File: config.mk
export PLATFORM = sky130hd
export DESIGN_NAME = stream_byteswap_csr
export DESIGN_NICKNAME = d
export VERILOG_FILES = /design/src/rtl/stream_byteswap_pkg.sv /design/src/rtl/stream_skid2.sv /design/src/rtl/stream_byteswap_csr.sv
export SDC_FILE = /design/constraint.sdc
export NUM_CORES = 1
export LEC_CHECK = 0
export CELL_PAD_IN_SITES_DETAIL_PLACEMENT = 0
export CELL_PAD_IN_SITES_GLOBAL_PLACEMENT = 2
export CORE_ASPECT_RATIO = 0.6
export CORE_MARGIN = 2
export CORE_UTILIZATION = 35
export CTS_CLUSTER_SIZE = 24
export DETAILED_ROUTE_END_ITERATION = 7
export GPL_TIMING_DRIVEN = 0
export PLACE_DENSITY_LB_ADDON = 0.12
export SKIP_LAST_GASP = 1
export SYNTH_ARGS = -nofsm -noshare
export SYNTH_HDL_FRONTEND = slang
export SYNTH_SLANG_ARGS = --single-unit
File: constraint.sdc
create_clock -name clk -period 3.7 [get_ports clk]
set_clock_uncertainty 0.1 [all_clocks]
set_input_delay 0.555 -clock clk [delete_from_list [all_inputs] [get_ports clk]]
set_output_delay 0.555 -clock clk [all_outputs]
set_load 0.01 [all_outputs]
File: src/rtl/stream_byteswap_pkg.sv
// Shared types, CSR map and the unit-swap helper for the stream byte-order converter.
package stream_byteswap_pkg;

  typedef enum logic [1:0] {
    BYTE = 2'd0,
    HALF = 2'd1,
    WORD = 2'd2
  } swap_mode_e;

  localparam logic [1:0] ADDR_CTRL     = 2'd0;
  localparam logic [1:0] ADDR_PKT_CNT  = 2'd1;
  localparam logic [1:0] ADDR_BEAT_CNT = 2'd2;
  localparam logic [1:0] ADDR_CLEAR    = 2'd3;

  localparam int CTRL_ENABLE_BIT    = 0;
  localparam int CTRL_MODE_LSB      = 1;
  localparam int CTRL_MODE_MSB      = 2;
  localparam int CTRL_PROTO_ERR_BIT = 8;

  localparam int CLEAR_CNT_BIT = 0;
  localparam int CLEAR_ERR_BIT = 1;

  // Widest beat the swap helper handles; narrower buses are zero-extended into it.
  localparam int MAX_BYTES = 64;

  // Output unit k takes input unit U-1-k; bytes keep their order inside a unit.
  // Every index is a constant per byte lane once nBytes is fixed, so this is pure muxing.
  function automatic logic [MAX_BYTES*8-1:0] unit_swap(
    input logic [MAX_BYTES*8-1:0] data,
    input swap_mode_e             mode,
    input int                     nBytes
  );
    logic [MAX_BYTES*8-1:0] result;
    int src;
    result = '0;
    for (int i = 0; i < MAX_BYTES; i++) begin
      if (i < nBytes) begin
        case (mode)
          HALF:    src = nBytes - 2 - (i & ~1) + (i & 1);
          WORD:    src = nBytes - 4 - (i & ~3) + (i & 3);
          default: src = nBytes - 1 - i;
        endcase
        result[i*8 +: 8] = data[src*8 +: 8];
      end
    end
    return result;
  endfunction

endpackage

File: src/rtl/stream_skid2.sv
// Two-entry buffer (main + skid) whose ready is registered, so upstream ready
// never depends combinationally on downstream ready.
module stream_skid2
  import stream_byteswap_pkg::*;
#(
  parameter int WIDTH = 8
) (
  input  logic             clk,
  input  logic             reset_n,
  input  logic [WIDTH-1:0] i_data,
  input  logic             i_valid,
  output logic             o_ready,
  output logic [WIDTH-1:0] o_data,
  output logic             o_valid,
  input  logic             i_ready
);

  logic             r_ready;
  logic             r_mainValid;
  logic             r_skidValid;
  logic [WIDTH-1:0] r_main;
  logic [WIDTH-1:0] r_skid;

  logic w_accept;
  logic w_mainLoad;
  logic w_skidValidNext;

  assign w_accept   = i_valid & r_ready;
  assign w_mainLoad = ~r_mainValid | i_ready;

  // A full skid always drains into main first; no accept can coincide since ready is low then.
  assign w_skidValidNext = w_mainLoad ? 1'b0 : (r_skidValid | w_accept);

  always_ff @(posedge clk or negedge reset_n) begin
    if (!reset_n) begin
      r_ready     <= 1'b0;
      r_mainValid <= 1'b0;
      r_skidValid <= 1'b0;
      r_main      <= '0;
      r_skid      <= '0;
    end else begin
      r_ready     <= ~w_skidValidNext;
      r_skidValid <= w_skidValidNext;
      if (w_mainLoad) begin
        if (r_skidValid) begin
          r_main      <= r_skid;
          r_mainValid <= 1'b1;
        end else begin
          r_mainValid <= w_accept;
          if (w_accept) begin
            r_main <= i_data;
          end
        end
      end else if (w_accept) begin
        r_skid <= i_data;
      end
    end
  end

  assign o_ready = r_ready;
  assign o_valid = r_mainValid;
  assign o_data  = r_main;

endmodule

File: src/rtl/stream_byteswap_csr.sv
// Avalon-ST unit-order swapper with per-packet shadowed config, packet/beat
// counters and a sticky protocol-error flag behind a small Avalon-MM CSR block.
module stream_byteswap_csr
  import stream_byteswap_pkg::*;
#(
  parameter int DATA_BYTES = 8,
  parameter int EMPTY_W    = $clog2(DATA_BYTES)
) (
  input  logic                    clk,
  input  logic                    reset_n,
  input  logic [DATA_BYTES*8-1:0] stream_in_data,
  input  logic [EMPTY_W-1:0]      stream_in_empty,
  input  logic                    stream_in_valid,
  input  logic                    stream_in_startofpacket,
  input  logic                    stream_in_endofpacket,
  output logic                    stream_in_ready,
  output logic [DATA_BYTES*8-1:0] stream_out_data,
  output logic [EMPTY_W-1:0]      stream_out_empty,
  output logic                    stream_out_valid,
  output logic                    stream_out_startofpacket,
  output logic                    stream_out_endofpacket,
  input  logic                    stream_out_ready,
  input  logic [1:0]              csr_address,
  input  logic                    csr_read,
  input  logic                    csr_write,
  input  logic [31:0]             csr_writedata,
  output logic [31:0]             csr_readdata,
  output logic                    csr_readdatavalid,
  output logic                    csr_waitrequest
);

  localparam int DATA_W    = DATA_BYTES * 8;
  localparam int MAX_W     = MAX_BYTES * 8;
  localparam int PAYLOAD_W = DATA_W + EMPTY_W + 2;

  logic             r_ctrlEnable;
  swap_mode_e       r_ctrlMode;
  logic             r_activeEnable;
  swap_mode_e       r_activeMode;
  logic             r_inPacket;
  logic             r_protoErr;
  logic [31:0]      r_pktCnt;
  logic [31:0]      r_beatCnt;
  logic [31:0]      r_readData;
  logic             r_readValid;

  logic             w_accept;
  logic             w_sopAccept;
  logic             w_cfgEnable;
  swap_mode_e       w_cfgMode;
  logic [DATA_W-1:0] w_swapped;
  logic [PAYLOAD_W-1:0] w_inPayload;
  logic [PAYLOAD_W-1:0] w_outPayload;
  logic             w_csrWr;
  logic             w_ctrlWr;
  logic             w_clearCnt;
  logic             w_clearErr;
  logic             w_protoViolation;
  logic [31:0]      w_readMux;

  assign w_accept    = stream_in_valid & stream_in_ready;
  assign w_sopAccept = w_accept & stream_in_startofpacket;

  // The SOP beat itself must already use the freshly shadowed config.
  assign w_cfgEnable = w_sopAccept ? r_ctrlEnable : r_activeEnable;
  assign w_cfgMode   = w_sopAccept ? r_ctrlMode   : r_activeMode;

  assign w_swapped = w_cfgEnable
                   ? DATA_W'(unit_swap(MAX_W'(stream_in_data), w_cfgMode, DATA_BYTES))
                   : stream_in_data;

  assign w_inPayload = {w_swapped, stream_in_empty, stream_in_startofpacket, stream_in_endofpacket};

  stream_skid2 #(
    .WIDTH (PAYLOAD_W)
  ) u_skid (
    .clk     (clk),
    .reset_n (reset_n),
    .i_data  (w_inPayload),
    .i_valid (stream_in_valid),
    .o_ready (stream_in_ready),
    .o_data  (w_outPayload),
    .o_valid (stream_out_valid),
    .i_ready (stream_out_ready)
  );

  assign {stream_out_data, stream_out_empty, stream_out_startofpacket, stream_out_endofpacket} = w_outPayload;

  // A simultaneous read wins over a write.
  assign w_csrWr    = csr_write & ~csr_read;
  assign w_ctrlWr   = w_csrWr & (csr_address == ADDR_CTRL);
  assign w_clearCnt = w_csrWr & (csr_address == ADDR_CLEAR) & csr_writedata[CLEAR_CNT_BIT];
  assign w_clearErr = w_csrWr & (csr_address == ADDR_CLEAR) & csr_writedata[CLEAR_ERR_BIT];

  assign w_protoViolation = w_accept & (stream_in_startofpacket ? r_inPacket : ~r_inPacket);

  always_ff @(posedge clk or negedge reset_n) begin
    if (!reset_n) begin
      r_ctrlEnable   <= 1'b0;
      r_ctrlMode     <= BYTE;
      r_activeEnable <= 1'b0;
      r_activeMode   <= BYTE;
      r_inPacket     <= 1'b0;
    end else begin
      if (w_ctrlWr) begin
        r_ctrlEnable <= csr_writedata[CTRL_ENABLE_BIT];
        if (csr_writedata[CTRL_MODE_MSB:CTRL_MODE_LSB] != 2'b11) begin
          r_ctrlMode <= swap_mode_e'(csr_writedata[CTRL_MODE_MSB:CTRL_MODE_LSB]);
        end
      end
      if (w_sopAccept) begin
        r_activeEnable <= r_ctrlEnable;
        r_activeMode   <= r_ctrlMode;
      end
      if (w_accept) begin
        r_inPacket <= ~stream_in_endofpacket;
      end
    end
  end

  // Clears take priority over same-cycle increments or error events.
  always_ff @(posedge clk or negedge reset_n) begin
    if (!reset_n) begin
      r_pktCnt   <= '0;
      r_beatCnt  <= '0;
      r_protoErr <= 1'b0;
    end else begin
      if (w_clearCnt) begin
        r_pktCnt  <= '0;
        r_beatCnt <= '0;
      end else begin
        if (w_sopAccept && (r_pktCnt != 32'hFFFF_FFFF)) begin
          r_pktCnt <= r_pktCnt + 32'd1;
        end
        if (w_accept && (r_beatCnt != 32'hFFFF_FFFF)) begin
          r_beatCnt <= r_beatCnt + 32'd1;
        end
      end
      if (w_clearErr) begin
        r_protoErr <= 1'b0;
      end else if (w_protoViolation) begin
        r_protoErr <= 1'b1;
      end
    end
  end

  always_comb begin
    w_readMux = '0;
    case (csr_address)
      ADDR_CTRL: begin
        w_readMux[CTRL_ENABLE_BIT]               = r_ctrlEnable;
        w_readMux[CTRL_MODE_MSB:CTRL_MODE_LSB]   = r_ctrlMode;
        w_readMux[CTRL_PROTO_ERR_BIT]            = r_protoErr;
      end
      ADDR_PKT_CNT:  w_readMux = r_pktCnt;
      ADDR_BEAT_CNT: w_readMux = r_beatCnt;
      default:       w_readMux = '0;
    endcase
  end

  always_ff @(posedge clk or negedge reset_n) begin
    if (!reset_n) begin
      r_readData  <= '0;
      r_readValid <= 1'b0;
    end else begin
      r_readValid <= csr_read;
      if (csr_read) begin
        r_readData <= w_readMux;
      end
    end
  end

  assign csr_readdata      = r_readData;
  assign csr_readdatavalid = r_readValid;
  assign csr_waitrequest   = ~reset_n;

endmodule

==> results.ini, run 1 <==
[global_routing]
overflow=0
grt_usage=0.247
grt_pass1_vias=11000
grt_pass1_wl_um=73800
grt_max_degree=109
antenna_found_initial=2

[timing]
fin_crit_ns=3.53
min_period_over_period=0.953
rsz0062_at_grt=false
setup_violations=0
holdWs_ns=0.380
finalHoldViolCount=0
tightest_slew_ns=0.994
slew_violations=0
fmax_mhz=284
max-slew-margin-rel=0.337

[placement]
port_buffers=184
dp_hpwl_um=37700
dp_cells=1969
routabilityCongestion=0.924

[worst_setup_path]
cpPeakStageDelay_ns=0.59
slowest_stage=clkdlybuf4s50_1
timing.critical_path.buf_inv=4
crit_start=stream_in_startofpacket
r2r_start=u_skid.o_ready$_DFF_PN0_
critPathArrivalTime_ns=3.86
cp_max_fo=10
critPathKind=primary input to flop
cp_cell_sequence=clkdlybuf4s50_1 > nand3_2 > buf_6 > mux2i_2 > ha_4 > buf_4 > buf_2 > mux4_2 > mux2i_4 > o21ai_0 > mux2_2
end_kind=flop
start_kind=primary input
critical-path-top-delay-family=buffers and inverters
cp.required_ns=4.04

[synthesis]
syn_area_mm2=0.0134
synth_cells=1270
avgSynthCellArea_um2=10.6
ys_types=48
synth-seq-cells=246
syn-num-nets=1388
synth_edf_count=0
yosys_warnings=0
async_flop_share=1.00
synth-seq-area-share=0.458
ys.flop_type=dfrtp_1

[floorplan]
dieArea_mm2=0.0400
die_y_um=156
rows=55
boundaryPins=214
start_util=0.356
die_x_um=257
core_mm2=0.0378

[power_and_ir_drop]
peakVddDrop_mv=0.415
p_leak_nw=6.87
power.density_mw_per_mm2=672

[detailed_routing]
ant_nets=0
drt_wl_total_um=49400
dr.pass1.iters=7
post_drt_via_cell_ratio=5.65
drtIter0Drc=1115
vias=11400
wl_per_cell_um=24.5
drcViolationCount=0

[finish]
postLayoutCoreUtil=0.458
area_delta_synth_final_pct=28.9
layout.nets=1604
drive_above_1_share=0.177
final_cells=2020

[cts]
cts.clk_slew.worst_paths_ns=0.06
clk-insertion-delay-late_ns=0.55
cts.htree.levels=1
cts_tree=built
max-clock-path-buffers=3
cts_root_buf=clkbuf_16
cts_buffers=27
cts.sinks=246

[hold_path]
hold_path_class=flop to flop
worstHoldStart=u_skid.r_skid[40]$_DFFE_PN0P_

[run]
drv_cap=0

[status]
status=finished clean

placed cells by master (no fill, tap or decap), types with 18 or more instances in the layout:
| cell | n |
|---|---|
| mux2i_1 | 45 |
| o21ai_0 | 169 |
| dfrtp_1 | 246 |
| clkbuf_16 | 27 |
| nor2_1 | 32 |
| inv_1 | 42 |
| mux4_2 | 64 |
| clkdlybuf4s50_1 | 182 |
| clkbuf_1 | 52 |
| a21oi_1 | 46 |
| mux2_2 | 71 |
| nand2_1 | 180 |
| a22oi_1 | 28 |
| nand4_1 | 29 |
| nand3_1 | 24 |
| or4_1 | 18 |
| o22ai_1 | 32 |
| or3_1 | 32 |
report_power, final:
group / switching, mW / internal [mW]
clock: 1.19 / 1.96
sequential: 0.504 / 3.45
combinational: 2.20 / 2.33
synth_stat cells, types with 3 or more instances:
| cell type | instances | area [µm²] |
|---|---|---|
| nand2b_1 | 3 | 18.8 |
| o21ai_1 | 6 | 30.0 |
| o22ai_1 | 32 | 200 |
| xor2_1 | 4 | 35.0 |
| mux2_2 | 71 | 800 |
| nand2_1 | 180 | 676 |
| or3_1 | 32 | 200 |
| a22oi_1 | 28 | 210 |
| o211ai_1 | 6 | 45.0 |
| a222oi_1 | 4 | 40.0 |
| clkbuf_1 | 54 | 203 |
| buf_1 | 5 | 18.8 |
| nand3_1 | 24 | 120 |
| nand4_1 | 29 | 181 |
| and4_1 | 8 | 70.1 |
| and3_1 | 10 | 62.6 |
| xnor2_1 | 4 | 35.0 |
| ha_1 | 9 | 113 |
| dfrtp_1 | 246 | 6160 |
| inv_1 | 42 | 158 |
| o21ai_0 | 169 | 846 |
| buf_6 | 3 | 33.8 |
| nor2_1 | 32 | 120 |
| buf_4 | 4 | 30.0 |
| mux2i_1 | 71 | 711 |
| a21oi_1 | 46 | 230 |
| o31ai_1 | 10 | 75.1 |
| or4_1 | 18 | 135 |
| nor4_4 | 4 | 85.1 |
| mux4_2 | 64 | 1440 |
| buf_2 | 29 | 145 |
routing by layer:
layer | wire length [µm] | vias to the layer above | GRT usage
met5 | 0 | - | 0
met4 | 779 | 0 | 0.0482
met3 | 4630 | 49 | 0.0841
met2 | 18800 | 398 | 0.308
met1 | 25200 | 5808 | 0.398
li1 | - | 5150 | -
flip-flops by register name, summed over array words and instances (netlist names):
name                cells
r_activeEnable          1
r_pktCnt               32
u_skid.o_data          69
r_ctrlEnable            1
u_skid.r_skid          69
r_ctrlMode              2
r_beatCnt              32
r_activeMode            2
r_inPacket              1
u_skid.o_valid          1
csr_readdata           32
r_protoErr              1
u_skid.o_ready          1
csr_readdatavalid       1
u_skid.r_skidValid      1
cell families (layout without fill, tap and decap cells):
kind of cell             Yosys count  in the layout  share of synthesized area
AND/OR/NAND/NOR                  353            353                      0.132
buffers and inverters            138            373                     0.0453
multiplexers                     206            206                      0.220
flip-flops                       246            246                      0.458
other                              0              2                          0
XOR/XNOR                           8              8                    0.00522
AO/OA/AOI/OAI                    310            310                      0.131
adder cells (fa/ha/maj)            9              9                    0.00838
stage by stage:
step	worst slack (ns)	cell area [µm²]	setup TNS [ns]	power [mW]
floorplan	0.607	13400	0	6.28
global placement	-9.49	15900	-2438.57	8.14
detailed placement	-1.26	16000	-105.81	8.20
CTS	-0.0382	17200	-0.0955	11.6
global route	0.0219	17300	0	12.3
finish	0.174	17300	0	11.6
final timing paths:
kind	endpoint	slack, ns	cells past startpoint
setup / recovery	u_skid.o_data[28]$_DFFE_PN0P_	0.17	11
hold / removal	u_skid.r_skid[40]$_DFFE_PN0P_	0.38	2
setup reg to reg	u_skid.o_data[28]$_DFFE_PN0P_	0.20	10
hold reg to reg	u_skid.r_skid[40]$_DFFE_PN0P_	0.38	2
max in group asynchronous	u_skid.o_data[52]$_DFFE_PN0P_	2.07	3
min in group asynchronous	r_beatCnt[9]$_DFFE_PN0P_	0.43	2
final cells by class:
type	instances	area, µm²
diodes	2	5.00
plain buffers	93	470
clock buffers	35	776
clock inverters	13	256
fillers	3564	20500
inverters	42	158
multi-input cells	886	6910
flip-flops and latches	246	6160
well taps	513	642
repair buffers	190	1940
worst min-delay path, cell delays in order, from the launching register on:
cell and delay (ns):
dfrtp_1 0.34, nand2_1 0.05, o21ai_0 0.06
repair_timing:
action / CTS / global route
gates resized for setup: 43 / 15
setup endpoints to repair: 102 / 34
buffers inserted: 0 / 3
hold endpoints to repair: 62 / 0
pin swaps: 1 / 1
cloned: 0 / 0
hold buffers: 1 / 0
No activity file was read; power rests on OpenSTA's default activity.
==> run 2: changes to the inputs <==
--- a/config.mk
+++ b/config.mk
@@ -10,10 +10,10 @@
 export CORE_ASPECT_RATIO = 0.6
 export CORE_MARGIN = 2
 export CORE_UTILIZATION = 35
-export CTS_CLUSTER_SIZE = 24
 export DETAILED_ROUTE_END_ITERATION = 7
 export GPL_TIMING_DRIVEN = 0
 export PLACE_DENSITY_LB_ADDON = 0.12
+export SETUP_SLACK_MARGIN = 0.3
 export SKIP_LAST_GASP = 1
 export SYNTH_ARGS = -nofsm -noshare
 export SYNTH_HDL_FRONTEND = slang
==> results.ini, run 2 (synthesis results as in run 1) <==
[finish]
final_common_cell=dfrtp_1
drive_above_1_share=0.181  ; +0.00387
fillers=3559  ; -0.14%
multi_input_area_mm2=0.00699  ; +1.1%
layout.nets=1605  ; +0.062%
ff_latch_area_mm2=0.00616  ; about the same
area_delta_synth_final_pct=30.1
layout_common_cells=dfrtp_1, clkdlybuf4s50_1, nand2_1

[worst_setup_path]
cp_max_fo=10  ; unchanged
end_kind=flop
start_kind=primary input
critPathKind=primary input to flop
critPathArrivalTime_ns=3.56  ; -0.30 ns
cpPeakStageDelay_ns=0.54  ; -0.05 ns
cp.required_ns=4.01  ; -0.03 ns
cp_cell_sequence=clkdlybuf4s50_1 > clkbuf_1 > and3b_1 > and2_0 > buf_2 > clkbuf_1 > buf_2 > a21oi_1
slowest_stage=clkdlybuf4s50_1

[timing]
fin_tns_setup_ns=0  ; unchanged
fin_crit_ns=3.25  ; -0.281 ns
tightest_slew_ns=1.14  ; +0.147 ns
fmax_mhz=308  ; +8.7%
min_period_over_period=0.877  ; -0.0759
finalHoldViolCount=0  ; unchanged
max-slew-margin-rel=0.239  ; -0.0979
slew_violations=0  ; unchanged
setup_violations=0  ; unchanged
rsz0062_at_grt=false

[cts]
cts.clk_slew.worst_paths_ns=0.06  ; about the same
max-clock-path-buffers=3  ; unchanged
clk-insertion-delay-late_ns=0.56  ; about the same
cts_buffers=27  ; unchanged
cts_tree=built
cts.htree.levels=1  ; unchanged
cts_root_buf=clkbuf_16
cts.sinks=246  ; unchanged

[detailed_routing]
vias=11500  ; +0.43%
drtIter0Drc=1053  ; -5.6%
ant_nets=0  ; unchanged
drcViolationCount=0  ; unchanged
post_drt_via_cell_ratio=5.66  ; +0.33%
drt_wl_total_um=49400  ; about the same
dr.pass1.iters=6  ; -1
wl_per_cell_um=24.4  ; about the same

[floorplan]
core_mm2=0.0378  ; unchanged
start_util=0.356  ; unchanged
boundaryPins=214  ; unchanged
die_x_um=257  ; unchanged
dieArea_mm2=0.0400  ; unchanged
die_y_um=156  ; unchanged
rows=55  ; unchanged

[global_routing]
grt_pass1_wl_um=73800  ; about the same
overflow=0  ; unchanged
grt_max_degree=109  ; unchanged
grt_pass1_vias=11100  ; +0.50%
grt_usage=0.247  ; about the same
antenna_found_initial=3  ; +1

[hold_path]
hold_path_class=primary input to flop

[run]
drv_cap=0  ; unchanged

[placement]
port_buffers=184  ; unchanged
dp_hpwl_um=37700  ; unchanged
routabilityCongestion=0.924  ; unchanged

[status]
status=finished clean

[power_and_ir_drop]
pwr-share-clk=0.268  ; -0.003
internal-power_mw=7.84  ; +1.3%
p_seq_frac=0.336  ; -0.004
power.total_mw=11.8  ; +1.3%
p_switching_mw=3.94  ; +1.3%
peakVddDrop_mv=0.416  ; +0.28%
sw_frac_of_total=0.334  ; about the same
p_leak_nw=6.92  ; +0.72%
power.density_mw_per_mm2=674  ; +0.35%
p_comb_frac=0.397  ; +0.007

run 2: repair_timing:
action / 4_1_cts / 5_1_grt
buffers inserted: 0 / 1
gates resized for setup: 74 / 27
hold buffers: 1 / 0
endpoints found under the hold margin: 62 / 0
endpoints found under the setup margin: 129 / 76
run 2: worst max-delay path, delay by kind of cell:
kind	cells	cell delay (ns)
compound gates	1	0.08
buf+inv	5	2.20
simple gates	2	0.71
run 2: final timing paths:
path                                          startpoint                             to  slack (ns)  cells after the start
max reg2reg                     u_skid.o_ready$_DFF_PN0_  u_skid.o_data[57]$_DFFE_PN0P_        0.47                     10
max                                             csr_read      r_beatCnt[22]$_DFFE_PN0P_        0.45                      8
max in group asynchronous                        reset_n  u_skid.o_data[52]$_DFFE_PN0P_        2.16                      3
min reg2reg                u_skid.r_skid[46]$_DFFE_PN0P_  u_skid.r_skid[46]$_DFFE_PN0P_        0.38                      2
min                              stream_in_startofpacket   u_skid.r_skid[1]$_DFFE_PN0P_        0.33                      2
min in group asynchronous                        reset_n       r_beatCnt[9]$_DFFE_PN0P_        0.40                      2
run 2: layout make-up:
| type | count | area share |
|---|---|---|
| Antenna cell | 3 | 0.000430 |
| Timing Repair Buffer | 188 | 0.111 |
| Clock inverter | 13 | 0.0147 |
| Multi-Input combinational cell | 886 | 0.400 |
| Clock buffer | 35 | 0.0444 |
| Tap cell | 513 | 0.0367 |
| Sequential cell | 246 | 0.352 |
| Inverter | 42 | 0.00902 |
| Buffer | 96 | 0.0314 |
run 2: metal layers:
metal,wire length [µm],track usage
met3,5180,0.0923
met2,18800,0.308
met4,856,0.0496
met5,18,0
met1,24600,0.393
run 2: through the flow:
| stage | hold slack (ns) | std cells | area [µm²] | setup slack [ns] | utilization |
|---|---|---|---|---|---|
| 6_report | 0.328 | 2022 | 17500 | 0.455 | 0.462 |
| 5_1_grt | 0.327 | 2020 | 17500 | 0.293 | 0.462 |
| 4_1_cts | 0.384 | 2018 | 17300 | 0.289 | 0.459 |
| 3_5_place_dp | 0.370 | 1969 | 16000 | -1.26 | 0.423 |
| 3_3_place_gp | 0.361 | 1967 | 15900 | -9.49 | 0.421 |
| 2_1_floorplan | 0.159 | 1270 | 13400 | 0.607 | - |
run 2: power by group through the flow:
stage                     sequential [mW]  clock (mW)  combinational, mW
after floorplan                      4.03           0               2.24
after global placement               3.99           0               4.16
after detailed placement             4.01           0               4.19
after CTS                            3.96        3.22               4.55
after global routing                 4.06        3.33               5.04
final                                3.96        3.15               4.67
==> run 3: changes to the inputs <==
--- a/config.mk
+++ b/config.mk
@@ -14,6 +14,7 @@
 export GPL_TIMING_DRIVEN = 0
 export PLACE_DENSITY_LB_ADDON = 0.12
 export SETUP_SLACK_MARGIN = 0.3
+export SKIP_CTS_REPAIR_TIMING = 1
 export SKIP_LAST_GASP = 1
 export SYNTH_ARGS = -nofsm -noshare
 export SYNTH_HDL_FRONTEND = slang
==> results.ini, run 3 (synthesis results as in run 1) <==
[status]
status=finished clean

[global_routing]
grt_usage=0.246  ; -0.00131
grt_pass1_vias=11000  ; -0.53%
overflow=0  ; unchanged
antenna_found_initial=2  ; -1
grt_pass1_wl_um=73500  ; -0.53%
grt_max_degree=109  ; unchanged

[worst_setup_path]
crit_start=u_skid.o_ready$_DFF_PN0_
critPathKind=flop to flop
cp.required_ns=4.04  ; +0.03 ns
cp_max_fo=10  ; unchanged
end_kind=flop
critPathArrivalTime_ns=3.67  ; +0.11 ns
r2r_start=u_skid.o_ready$_DFF_PN0_
start_kind=flop

[floorplan]
core_mm2=0.0378  ; unchanged
dieArea_mm2=0.0400  ; unchanged
rows=55  ; unchanged
start_util=0.356  ; unchanged
boundaryPins=214  ; unchanged
die_y_um=156  ; unchanged
die_x_um=257  ; unchanged

[finish]
layout_common_cells=dfrtp_1, clkdlybuf4s50_1, nand2_1
area_delta_synth_final_pct=29.8
drive_above_1_share=0.180  ; about the same
fillers=3560  ; +0.028%
ff_latch_area_mm2=0.00616  ; unchanged
final_common_cell=dfrtp_1
multi_input_area_mm2=0.00693  ; -0.81%
postLayoutCoreUtil=0.461  ; -0.00103
layout.nets=1606  ; +0.062%

[detailed_routing]
ant_nets=0  ; unchanged
vias=11500  ; +0.10%
drtIter0Drc=1188  ; +13%
drt_wl_total_um=49400  ; about the same
post_drt_via_cell_ratio=5.67  ; +0.10%
dr.pass1.iters=5  ; -1
wl_per_cell_um=24.4  ; about the same
drcViolationCount=0  ; unchanged

[power_and_ir_drop]
p_leak_nw=6.93  ; +0.12%
power.total_mw=11.7  ; -0.57%
peakVddDrop_mv=0.417  ; +0.23%
power.density_mw_per_mm2=672  ; -0.35%

[timing]
max-slew-margin-rel=0.274  ; +0.0348
min_period_over_period=0.899  ; +0.0219
rsz0062_at_grt=true
fmax_mhz=301  ; -2.4%
setup_violations=0  ; unchanged
tightest_slew_ns=1.09  ; -0.0521 ns
finalHoldViolCount=0  ; unchanged
slew_violations=0  ; unchanged
fin_crit_ns=3.33  ; +0.0809 ns

[cts]
cts.clk_slew.worst_paths_ns=0.06  ; about the same
clk-insertion-delay-late_ns=0.55  ; about the same
cts.sinks=246  ; unchanged
cts_tree=built
cts_root_buf=clkbuf_16
cts.htree.levels=1  ; unchanged
cts_buffers=27  ; unchanged
max-clock-path-buffers=3  ; unchanged

[hold_path]
hold_path_class=primary input to flop
worstHoldStart=stream_in_startofpacket

[placement]
port_buffers=184  ; unchanged
routabilityCongestion=0.924  ; unchanged
dp_hpwl_um=37700  ; unchanged

[run]
drv_cap=0  ; unchanged

==> run 3: cell types whose count changed in the layout (fill, tap and decap cells not counted), moves of 2 or more <==
cell,change
mux2i_2,+5
buf_12,-2
buf_4,-2
mux2i_4,-6
clkbuf_4,+2
buf_6,+3
o21ai_0,+3
o21ai_1,-3
==> run 3: worst paths after layout <==
path	endpoint	cells past startpoint	slack (ns)
worst max-delay path	u_skid.o_data[12]$_DFFE_PN0P_	12	0.37
worst min-delay path	u_skid.r_skid[1]$_DFFE_PN0P_	2	0.33
worst max register to register	u_skid.o_data[12]$_DFFE_PN0P_	12	0.37
worst min register to register	u_skid.r_skid[46]$_DFFE_PN0P_	2	0.38
max in group asynchronous	u_skid.o_data[52]$_DFFE_PN0P_	3	2.43
min in group asynchronous	r_beatCnt[9]$_DFFE_PN0P_	3	0.51
==> run 3: final cells by class <==
type,instances,area share
Multi-Input combinational cell,886,0.398
Buffer,96,0.0311
Inverter,42,0.00904
Timing Repair Buffer,189,0.113
Sequential cell,246,0.353
Tap cell,513,0.0368
Antenna cell,2,0.000287
Clock buffer,35,0.0445
Clock inverter,13,0.0147
==> run 3: power by group <==
part / switching [mW] / internal [mW] / total [mW] / leakage [nW]
combinational: 2.22 / 2.39 / 4.61 / 3.28
sequential: 0.504 / 3.45 / 3.95 / 3.15
clock: 1.19 / 1.96 / 3.15 / 0.500
==> run 3: per-stage QoR <==
step	instance area, µm²	hold WS (ns)	setup TNS (ns)	instances	worst slack, ns
after floorplan	13400	0.159	0	1270	0.607
after global placement	15900	0.361	-2438.57	1967	-9.49
after detailed placement	16000	0.370	-105.81	1969	-1.26
after CTS	17000	-0.150	-30.12	2017	-0.692
after global routing	17400	0.327	0	2021	0.280
final	17400	0.331	0	2022	0.374
==> run 3: worst max-delay path, stage by stage (launching register included) <==
cell and delay, ns:
dfrtp_2 0.48, and3_1 0.18, clkbuf_4 0.19, nand2_1 0.09, nand2_1 0.09, ha_1 0.30, buf_6 0.18, buf_6 0.20
buf_6 0.19, mux4_2 0.31, mux2i_2 0.43, o21ai_0 0.16, mux2_2 0.28
==> run 3: layer usage <==
| metal | share of wire | GRT usage | vias to the layer above |
|---|---|---|---|
| met4 | 0.017 | 0.0493 | 0 |
| met3 | 0.098 | 0.0841 | 55 |
| met1 | 0.51 | 0.396 | 5840 |
| met2 | 0.38 | 0.306 | 420 |
| met5 | 0 | 0 | - |
| li1 | - | - | 5151 |
